## config.mk

```make
export PLATFORM = sky130hd
export DESIGN_NAME = acc_seq
export DESIGN_NICKNAME = d
export VERILOG_FILES = /design/src/rtl/acc_seq_pkg.sv /design/src/rtl/alu_4bit.sv /design/src/rtl/acc_seq.sv
export SDC_FILE = /design/constraint.sdc
export NUM_CORES = 1
export LEC_CHECK = 0
export CAP_MARGIN = 25
export CORE_MARGIN = 2
export CORE_UTILIZATION = 40
export DETAILED_ROUTE_END_ITERATION = 12
export GPL_TIMING_DRIVEN = 1
export PLACE_DENSITY = 0.68
export SLEW_MARGIN = 20
export SYNTH_ARGS = -nofsm -noshare
export SYNTH_HDL_FRONTEND = slang
export SYNTH_HIERARCHICAL = 1
export SYNTH_SLANG_ARGS = --single-unit
```

## constraint.sdc

```tcl
create_clock -name clk -period 4.05 [get_ports clk]
set_clock_uncertainty 0.2 [all_clocks]
set_input_delay 0.81 -clock clk [delete_from_list [all_inputs] [get_ports clk]]
set_output_delay 0.81 -clock clk [all_outputs]
set_load 0.01 [all_outputs]
```

## src/rtl/acc_seq_pkg.sv

```systemverilog
// rtl/acc_seq_pkg.sv - shared ALU control encodings, FSM state codes and queue entry type
package acc_seq_pkg;

  localparam logic [4:0] CTRL_ADD    = 5'b01001;
  localparam logic [4:0] CTRL_PASS_B = 5'b11010;
  localparam logic [4:0] CTRL_ZERO   = 5'b10011;

  typedef enum logic [1:0] {
    ST_IDLE   = 2'd0,
    ST_EXEC   = 2'd1,
    ST_RESULT = 2'd2
  } state_e;

  typedef struct packed {
    logic [4:0] ctrl;
    logic       cin_n;
    logic [3:0] b;
    logic       last;
  } cmd_t;

endpackage

```

## src/rtl/alu_4bit.sv

```systemverilog
// rtl/alu_4bit.sv - 74181-style 4-bit ALU, active-high data, active-low carry in/out
module alu_4bit (
  input  logic [3:0] a,
  input  logic [3:0] b,
  input  logic [3:0] s,
  input  logic       m,
  input  logic       cin_re,
  output logic       cout_re,
  output logic [3:0] y
);

  logic [3:0] p;
  logic [3:0] q;
  logic [3:0] lg;
  logic [4:0] sum;

  // Arithmetic mode is expressed as p + q + carry; "minus 1" terms use q = 4'hF
  always_comb begin
    p  = a;
    q  = 4'h0;
    lg = 4'h0;
    case (s)
      4'h0: begin p = a;        q = 4'h0;    lg = ~a;       end
      4'h1: begin p = a | b;    q = 4'h0;    lg = ~(a | b); end
      4'h2: begin p = a | ~b;   q = 4'h0;    lg = ~a & b;   end
      4'h3: begin p = 4'h0;     q = 4'hF;    lg = 4'h0;     end
      4'h4: begin p = a;        q = a & ~b;  lg = ~(a & b); end
      4'h5: begin p = a | b;    q = a & ~b;  lg = ~b;       end
      4'h6: begin p = a;        q = ~b;      lg = a ^ b;    end
      4'h7: begin p = a & ~b;   q = 4'hF;    lg = a & ~b;   end
      4'h8: begin p = a;        q = a & b;   lg = ~a | b;   end
      4'h9: begin p = a;        q = b;       lg = ~(a ^ b); end
      4'hA: begin p = a | ~b;   q = a & b;   lg = b;        end
      4'hB: begin p = a & b;    q = 4'hF;    lg = a & b;    end
      4'hC: begin p = a;        q = a;       lg = 4'hF;     end
      4'hD: begin p = a | b;    q = a;       lg = a | ~b;   end
      4'hE: begin p = a | ~b;   q = a;       lg = a | b;    end
      default: begin p = a;     q = 4'hF;    lg = a;        end
    endcase
    sum     = {1'b0, p} + {1'b0, q} + {4'b0000, ~cin_re};
    y       = m ? lg : sum[3:0];
    cout_re = m ? 1'b1 : ~sum[4];
  end

endmodule

```

## src/rtl/acc_seq.sv

```systemverilog
// rtl/acc_seq.sv - queued accumulator sequencer around alu_4bit with result handshake
module acc_seq
  import acc_seq_pkg::*;
#(
  parameter int FIFO_DEPTH = 4
) (
  input  logic       clk,
  input  logic       rst_n,
  input  logic       cmd_valid,
  output logic       cmd_ready,
  input  logic [4:0] cmd_ctrl,
  input  logic       cmd_cin_n,
  input  logic [3:0] cmd_b,
  input  logic       cmd_last,
  input  logic       clr_on_ovf,
  output logic       res_valid,
  input  logic       res_ready,
  output logic [3:0] res_data,
  output logic       res_ovf,
  output logic [3:0] acc,
  output logic       busy
);

  localparam int PW = (FIFO_DEPTH > 1) ? $clog2(FIFO_DEPTH) : 1;
  localparam int CW = PW + 1;

  state_e        state_q, state_d;
  logic [3:0]    acc_q, acc_d;
  logic          ovf_q, ovf_d;
  logic [PW-1:0] wr_ptr_q, wr_ptr_d;
  logic [PW-1:0] rd_ptr_q, rd_ptr_d;
  logic [CW-1:0] count_q, count_d;
  cmd_t          mem_q [FIFO_DEPTH];
  cmd_t          mem_d [FIFO_DEPTH];

  cmd_t       head;
  cmd_t       cmd_in;
  logic       push;
  logic       exec;
  logic       ovf_evt;
  logic       alu_cout_n;
  logic [3:0] alu_y;

  assign cmd_in    = '{ctrl: cmd_ctrl, cin_n: cmd_cin_n, b: cmd_b, last: cmd_last};
  assign head      = mem_q[rd_ptr_q];
  assign cmd_ready = (count_q != CW'(FIFO_DEPTH));
  assign push      = cmd_valid && cmd_ready;
  assign exec      = (state_q == ST_EXEC) && (count_q != '0);
  assign ovf_evt   = exec && (head.ctrl == CTRL_ADD) && !alu_cout_n;

  alu_4bit u_alu (
    .a       (acc_q),
    .b       (head.b),
    .s       (head.ctrl[3:0]),
    .m       (head.ctrl[4]),
    .cin_re  (head.cin_n),
    .cout_re (alu_cout_n),
    .y       (alu_y)
  );

  always_comb begin
    state_d  = state_q;
    acc_d    = acc_q;
    ovf_d    = ovf_q;
    wr_ptr_d = wr_ptr_q;
    rd_ptr_d = rd_ptr_q;
    mem_d    = mem_q;
    if (push) begin
      mem_d[wr_ptr_q] = cmd_in;
      wr_ptr_d        = wr_ptr_q + PW'(1);
    end
    if (exec) begin
      rd_ptr_d = rd_ptr_q + PW'(1);
      acc_d    = (ovf_evt && clr_on_ovf) ? 4'h0 : alu_y;
      if (ovf_evt) ovf_d = 1'b1;
    end
    count_d = count_q + CW'(push) - CW'(exec);
    // Decisions use the post-edge occupancy so a same-cycle push is never stranded in IDLE
    case (state_q)
      ST_IDLE: begin
        if (count_d != '0) state_d = ST_EXEC;
      end
      ST_EXEC: begin
        if (exec && head.last)   state_d = ST_RESULT;
        else if (count_d == '0)  state_d = ST_IDLE;
      end
      ST_RESULT: begin
        if (res_ready) begin
          ovf_d   = 1'b0;
          state_d = (count_d != '0) ? ST_EXEC : ST_IDLE;
        end
      end
      default: state_d = ST_IDLE;
    endcase
  end

  always_ff @(posedge clk or negedge rst_n) begin
    if (!rst_n) begin
      state_q  <= ST_IDLE;
      acc_q    <= 4'h0;
      ovf_q    <= 1'b0;
      wr_ptr_q <= '0;
      rd_ptr_q <= '0;
      count_q  <= '0;
      for (int i = 0; i < FIFO_DEPTH; i++) mem_q[i] <= '0;
    end else begin
      state_q  <= state_d;
      acc_q    <= acc_d;
      ovf_q    <= ovf_d;
      wr_ptr_q <= wr_ptr_d;
      rd_ptr_q <= rd_ptr_d;
      count_q  <= count_d;
      mem_q    <= mem_d;
    end
  end

  assign res_valid = (state_q == ST_RESULT);
  assign res_data  = res_valid ? acc_q : 4'h0;
  assign res_ovf   = res_valid && ovf_q;
  assign acc       = acc_q;
  assign busy      = (count_q != '0) || (state_q != ST_IDLE);

endmodule

```

==> run_results.csv, run 1 <==
group,metric,value,unit
grt,grt_pass1_wl,16730,um
floorplanning,die_h,106.2,um
cells_and_area,nFillCells,925,
cells_and_area,postLayoutCoreUtil,47.50,%
clock_tree,cts_made_buffers,9,
synth,synth.cell_area,4182,um^2
grt,grtUsageTotal,18.58,%
placed_design,gp_congestion,0.9422,
timing,fin_crit,3.856,ns
route,drt-total-wl,9926,um
clock_tree,clock_latency,0.34,ns
setup_path,worstSetupPathType,"flop to flop",
synth,yosys_warnings,6,
timing,maxSlewViolCount,0,
synth,synthTopCellsByArea,"dfrtp_1 (35%), mux2_2 (12%), ha_1 (7.2%), mux4_1 (6.3%), nand3b_1 (2.2%)",
route,drc,0,
synth,syn_inst,382,
timing,fmax,259.3,MHz
clock_tree,cts_tree,"yes",
floorplanning,core.rowCount,37,
synth,synth-seq-cells,58,
grt,grt_max_degree,41,
timing,setup_slack,0.1940,ns
clock_tree,cts_root_buffer,"clkbuf_8",
setup_path,r2r_slack,0.19,ns
synth,synth_seq_area_share,34.71,%
timing,period_share,95.21,%
synth,syn_nets,425,
cells_and_area,antenna_cells,0,
clock_tree,clk_pin_slew,0.07,ns
grt,grt.overflow.total,0,
floorplanning,initial_utilization,40.87,%
setup_path,r2r-start,"rd_ptr_q[0]",
route,vias_per_cell,5.735,
cells_and_area,drive_above_1_share,23.22,%
route,drt_iter0_drc,184,
setup_path,crit_path_start_kind,"flop",
route,via_count,3200,
setup_path,crit_fanout,6,
route,routedWlPerCell,17.79,um
setup_path,reg2reg_to,"acc[0]",
synth,yosysTopAreaCellShare,34.71,%
synth,synthArstFlopShare,100.0,%
run,max_cap_violations,0,
timing,slew_headroom,48.61,%
synth,yosys.cell_types.count,64,
synth,avgSynthCellArea,10.95,um^2
setup_path,endpoint_kind,"flop",
min_path,min_path_type,"input port to asynchronous set/reset pin",
floorplanning,die_area,11290,um^2
floorplanning,die_w,106.2,um
floorplanning,io_pins,28,
cells_and_area,fin_nets,460,
grt,antenna_found_initial,0,
synth,synth_edf_count,0,
timing,final_hold_viol_count,0,
timing,setup_viol,0,
clock_tree,h-tree-depth,3,
grt,grt_pass1_vias,3249,
placed_design,dpl.hpwl,7135,um
timing,worstMarginPinSlew,0.7693,ns
setup_path,worstPathRequired,4.11,ns
setup_path,rr_worst_depth,14,
route,ant_nets,0,
placed_design,portBuffers,27,
synth,synth_flop_cell,"dfrtp_1",
placed_design,post-place-ws,-0.02019,ns
synth,synth_area_leader_cell,"dfrtp_1",
run_status,status,"complete, no violations",
clock_tree,clkSinkCount,58,
floorplanning,core_area,10230,um^2
cells_and_area,syn2layout_area_growth,16.22,%
clock_tree,clk_path_buf_depth,2,
setup_path,worstPathArrival,3.91,ns
route,drt_first_pass_iters,4,
==> layout make-up <==
type	count	area [um^2]	share of cell area [%]
multi-input cells	279	2482	51.08
flip-flops and latches	58	1453	29.89
repair buffers	49	459.2	9.449
well taps	136	170.2	3.502
clock buffers	12	145.1	2.987
clock inverters	4	75.07	1.545
inverters	20	75.07	1.545
==> critical path: stages (launching register included) <==
cell and delay, ns:
dfrtp_2 0.41, buf_4 0.15, mux4_1 0.64, nand2_2 0.21, nand2_1 0.12, a31oi_2 0.25
mux2i_1 0.13, fa_1 0.45, fa_1 0.42, a21oi_1 0.17, nor2b_1 0.06, o21ai_1 0.14
inv_1 0.07, and4_4 0.16, a32oi_1 0.19
==> stage by stage <==
stage / std cells / setup TNS [ns] / hold WS, ns / instance area, um^2
after floorplan: 382 / 0 / 0.2703 / 4182
after detailed placement: 537 / -0.04568 / 0.2879 / 4612
after CTS: 553 / 0 / 0.2880 / 4833
after global routing: 558 / -0.004934 / 0.3035 / 4860
final: 558 / 0 / 0.2726 / 4860
after global placement: 537 / 0 / 0.2795 / 4612
==> cell families after synthesis <==
kind of cell	after synthesis	synth area share [%]
AO/OA/AOI/OAI	78	13.41
XOR/XNOR	7	1.466
adder cells (fa/ha/maj)	27	8.618
buffers and inverters	45	5.565
flip-flops	58	34.71
multiplexers	65	21.39
AND/OR/NAND/NOR	102	14.84
==> Yosys cell counts, drive strengths merged (3+ instances only) <==
master,number
or3,6
nand2,15
o211ai,5
fa,3
nor2,11
nor2b,8
buf,20
dfrtp,58
o22ai,4
o21ai,18
nand2b,4
and2,7
nor3,5
a2111oi,3
nand3,12
a221oi,3
mux2,45
inv,20
or2,3
a32oi,4
nor3b,3
mux4,12
mux2i,8
nand3b,12
a21o,3
a31oi,8
ha,24
clkbuf,5
or3b,4
xnor2,5
nor4,4
a21oi,13
==> worst max path at each step <==
stage	start	end	slack [ns]
2_1_floorplan	rd_ptr_q[0]	acc[0]	0.23
3_3_place_gp	rd_ptr_q[0]	acc[2]	0.16
3_5_place_dp	rd_ptr_q[0]	acc[0]	-0.02
4_1_cts	rd_ptr_q[0]	acc[0]	0.08
5_1_grt	rd_ptr_q[0]	acc[0]	-0.005
6_report	rd_ptr_q[0]	acc[0]	0.19
==> routing by layer <==
metal  global-route usage (%)  up-vias  wire, um
met5                        0        -         0
met4                    6.297        0       189
met2                    30.82       86      4939
met3                    3.863       16       480
met1                    24.17     1597      4317
li1                         -     1501         -
==> state kept, by name, indices dropped and copies added, names as in the netlist <==
register,count
count_q,3
rd_ptr_q,2
acc,4
mem_q,44
ovf_q,1
wr_ptr_q,2
state_q,2
==> placed cells by master, fill, tap and decap left out, drive strengths merged, types with 3 or more instances in the layout <==
master / synthesis / routed
a2111oi: 3 / 3
a21o: 3 / 3
a21oi: 13 / 13
a221oi: 3 / 3
a31oi: 8 / 8
a32oi: 4 / 4
and2: 7 / 7
buf: 20 / 23
clkbuf: 5 / 12
clkdlybuf4s50: 0 / 26
dfrtp: 58 / 58
fa: 3 / 3
ha: 24 / 24
inv: 20 / 20
mux2: 45 / 45
mux2i: 8 / 8
mux4: 12 / 12
nand2: 15 / 15
nand2b: 4 / 4
nand3: 12 / 12
nand3b: 12 / 12
nor2: 11 / 11
nor2b: 8 / 8
nor3: 5 / 5
nor3b: 3 / 3
nor4: 4 / 4
o211ai: 5 / 5
o21ai: 18 / 18
o22ai: 4 / 4
or2: 3 / 3
or3: 6 / 6
or3b: 4 / 4
xnor2: 5 / 5
==> repair_timing <==
action                                  CTS  global route
gates resized for setup                   1             7
pin swaps                                 0             0
hold buffers                              0             0
hold endpoints to repair                  0             0
buffers inserted                          0             5
endpoints found under the setup margin    4             5
Power of run 1 is not shown: default switching activity piles up to over one toggle a cycle in this logic, so the estimate is an artifact.
==> run 2: changes to the inputs <==
Settings changed: DONT_BUFFER_PORTS set to 1, PLACE_DENSITY 0.68 to 0.58, SLEW_MARGIN 20 to not set.
==> run 2 against run 1 <==
Worst hold slack worse by 0.13 ns. Final area shrank 5.0%. First-iteration DRC count decreased by 38%. Worst setup slack gained 0.090 ns. Utilization down 2.4 points. Highest routed layer unchanged.
==> run_results.csv, run 2 (synthesized netlist as in run 1, its figures left out) <==
group,metric,value,unit
run_status,status,"complete, no violations",
route,drc,0,
cells_and_area,fin_nets,433,
cells_and_area,largest_register_ffs,44,
cells_and_area,drive_above_1_share,25.19,%
setup_path,crit_fanout,7,
setup_path,r2r-start,"rd_ptr_q[0]",
min_path,min_path_type,"input port to asynchronous set/reset pin",
setup_path,worstPathRequired,4.10,ns
route,vias_per_cell,5.819,
clock_tree,clk_pin_slew,0.07,ns
timing,fin_crit,3.766,ns
grt,grt_pass1_wl,15920,um
grt,grtUsageTotal,17.82,%
clock_tree,clkSinkCount,58,
floorplanning,die_area,11290,um^2
floorplanning,core_area,10230,um^2
grt,grt.overflow.total,0,
cells_and_area,antenna_cells,0,
placed_design,postPlaceCellArea,4364,um^2
cells_and_area,regMostFlops,"mem_q",
cells_and_area,stdcell_area,4614,um^2
timing,final_hold_viol_count,0,
setup_path,endpoint_kind,"flop",
route,drt_iter0_drc,115,
placed_design,post-place-ws,-0.004005,ns
route,drt-total-wl,9819,um
grt,antenna_found_initial,0,
timing,setup_slack,0.2839,ns
timing,period_share,92.99,%
route,ant_nets,0,
setup_path,startpoint,"rd_ptr_q[0]",
timing,setup_viol,0,
clock_tree,clk_path_buf_depth,2,
clock_tree,cts_tree,"yes",
placed_design,portBuffers,0,
cells_and_area,postLayoutCoreUtil,45.10,%
setup_path,crit_path_start_kind,"flop",
timing,fmax,265.5,MHz
cells_and_area,final_common_cell,"dfrtp_1",
timing,maxSlewViolCount,0,
timing,rsz0062_at_grt,"no",
clock_tree,cts_root_buffer,"clkbuf_8",
run,max_cap_violations,0,
clock_tree,clock_latency,0.33,ns
setup_path,worstSetupPathType,"flop to flop",
floorplanning,initial_utilization,40.87,%
cells_and_area,layout_common_cells,"dfrtp_1 (57), mux2_2 (45), ha_1 (24), inv_1 (19), buf_4 (18)",
placed_design,gp_congestion,0.8714,
floorplanning,core.rowCount,37,
route,via_count,3078,
timing,slew_headroom,53.08,%
floorplanning,die_w,106.2,um
setup_path,worstPathArrival,3.81,ns
grt,grt_pass1_vias,3116,
floorplanning,die_h,106.2,um
grt,grt_max_degree,59,
placed_design,dpl.hpwl,6981,um
cells_and_area,syn2layout_area_growth,10.35,%
clock_tree,h-tree-depth,3,
timing,worstMarginPinSlew,0.7018,ns
route,routedWlPerCell,18.56,um
floorplanning,io_pins,28,
clock_tree,cts_made_buffers,9,
route,drt_first_pass_iters,4,
-- run 2: cell count changes in the layout (fill, tap and decap cells not counted), moves of 2 or more --
cell,previous run,this run
clkbuf_1,2,0
clkbuf_8,10,12
clkdlybuf4s50_1,26,0
clkinvlp_4,2,0
-- run 2: layout make-up --
| class | count | area (um^2) |
|---|---|---|
| Tap cell | 136 | 170.2 |
| Clock buffer | 12 | 165.2 |
| Timing Repair Buffer | 22 | 205.2 |
| Inverter | 20 | 75.07 |
| Fill cell | 934 | 5617 |
| Clock inverter | 2 | 60.06 |
| Multi-Input combinational cell | 279 | 2486 |
| Sequential cell | 58 | 1453 |
-- run 2: path summary, 6_finish.rpt --
kind,endpoint,depth (start not counted),slack [ns]
max reg2reg,acc[1],13,0.28
max in group asynchronous,rd_ptr_q[0],1,3.25
min,count_q[2],1,0.14
min reg2reg,mem_q[27],1,0.30
max,acc[1],13,0.28
min in group clk,mem_q[27],1,0.30
-- run 2: through the flow --
stage	cells	hold slack, ns	setup TNS [ns]
floorplan	382	0.2703	0
finish	529	0.1443	0
CTS	529	0.1355	0
global route	529	0.1516	0
detailed placement	514	0.2886	-0.004901
global placement	514	0.2802	0
-- run 2: worst max-delay path, stage by stage, from the launching register on --
cell and delay, ns:
dfrtp_2 0.48, mux4_2 0.59, nand2b_1 0.21, and2_1 0.20, a221oi_1 0.27, mux2i_1 0.15, fa_2 0.39, fa_1 0.41
a21oi_1 0.16, nor2b_1 0.06, o21ai_1 0.13, inv_1 0.07, and4_4 0.16, a32oi_1 0.20
-- run 2: what timing repair did --
item / in CTS / in global routing
endpoints found under the setup margin: 4 / 5
setup buffers: 0 / 0
hold buffers: 1 / 0
resized for setup: 1 / 11
endpoints found under the hold margin: 58 / 0
-- run 2: per-layer routing --
| metal | wire length, um | up-vias | track usage [%] | part of all wire (%) |
|---|---|---|---|---|
| met5 | 0 | - | 0 | 0 |
| met4 | 59 | 0 | 4.229 | 0.60 |
| met2 | 4938 | 73 | 30.04 | 50 |
| li1 | - | 1442 | - | - |
| met3 | 422 | 4 | 4.108 | 4.3 |
| met1 | 4397 | 1559 | 23.24 | 45 |
Power of run 2 is left out for the same reason.
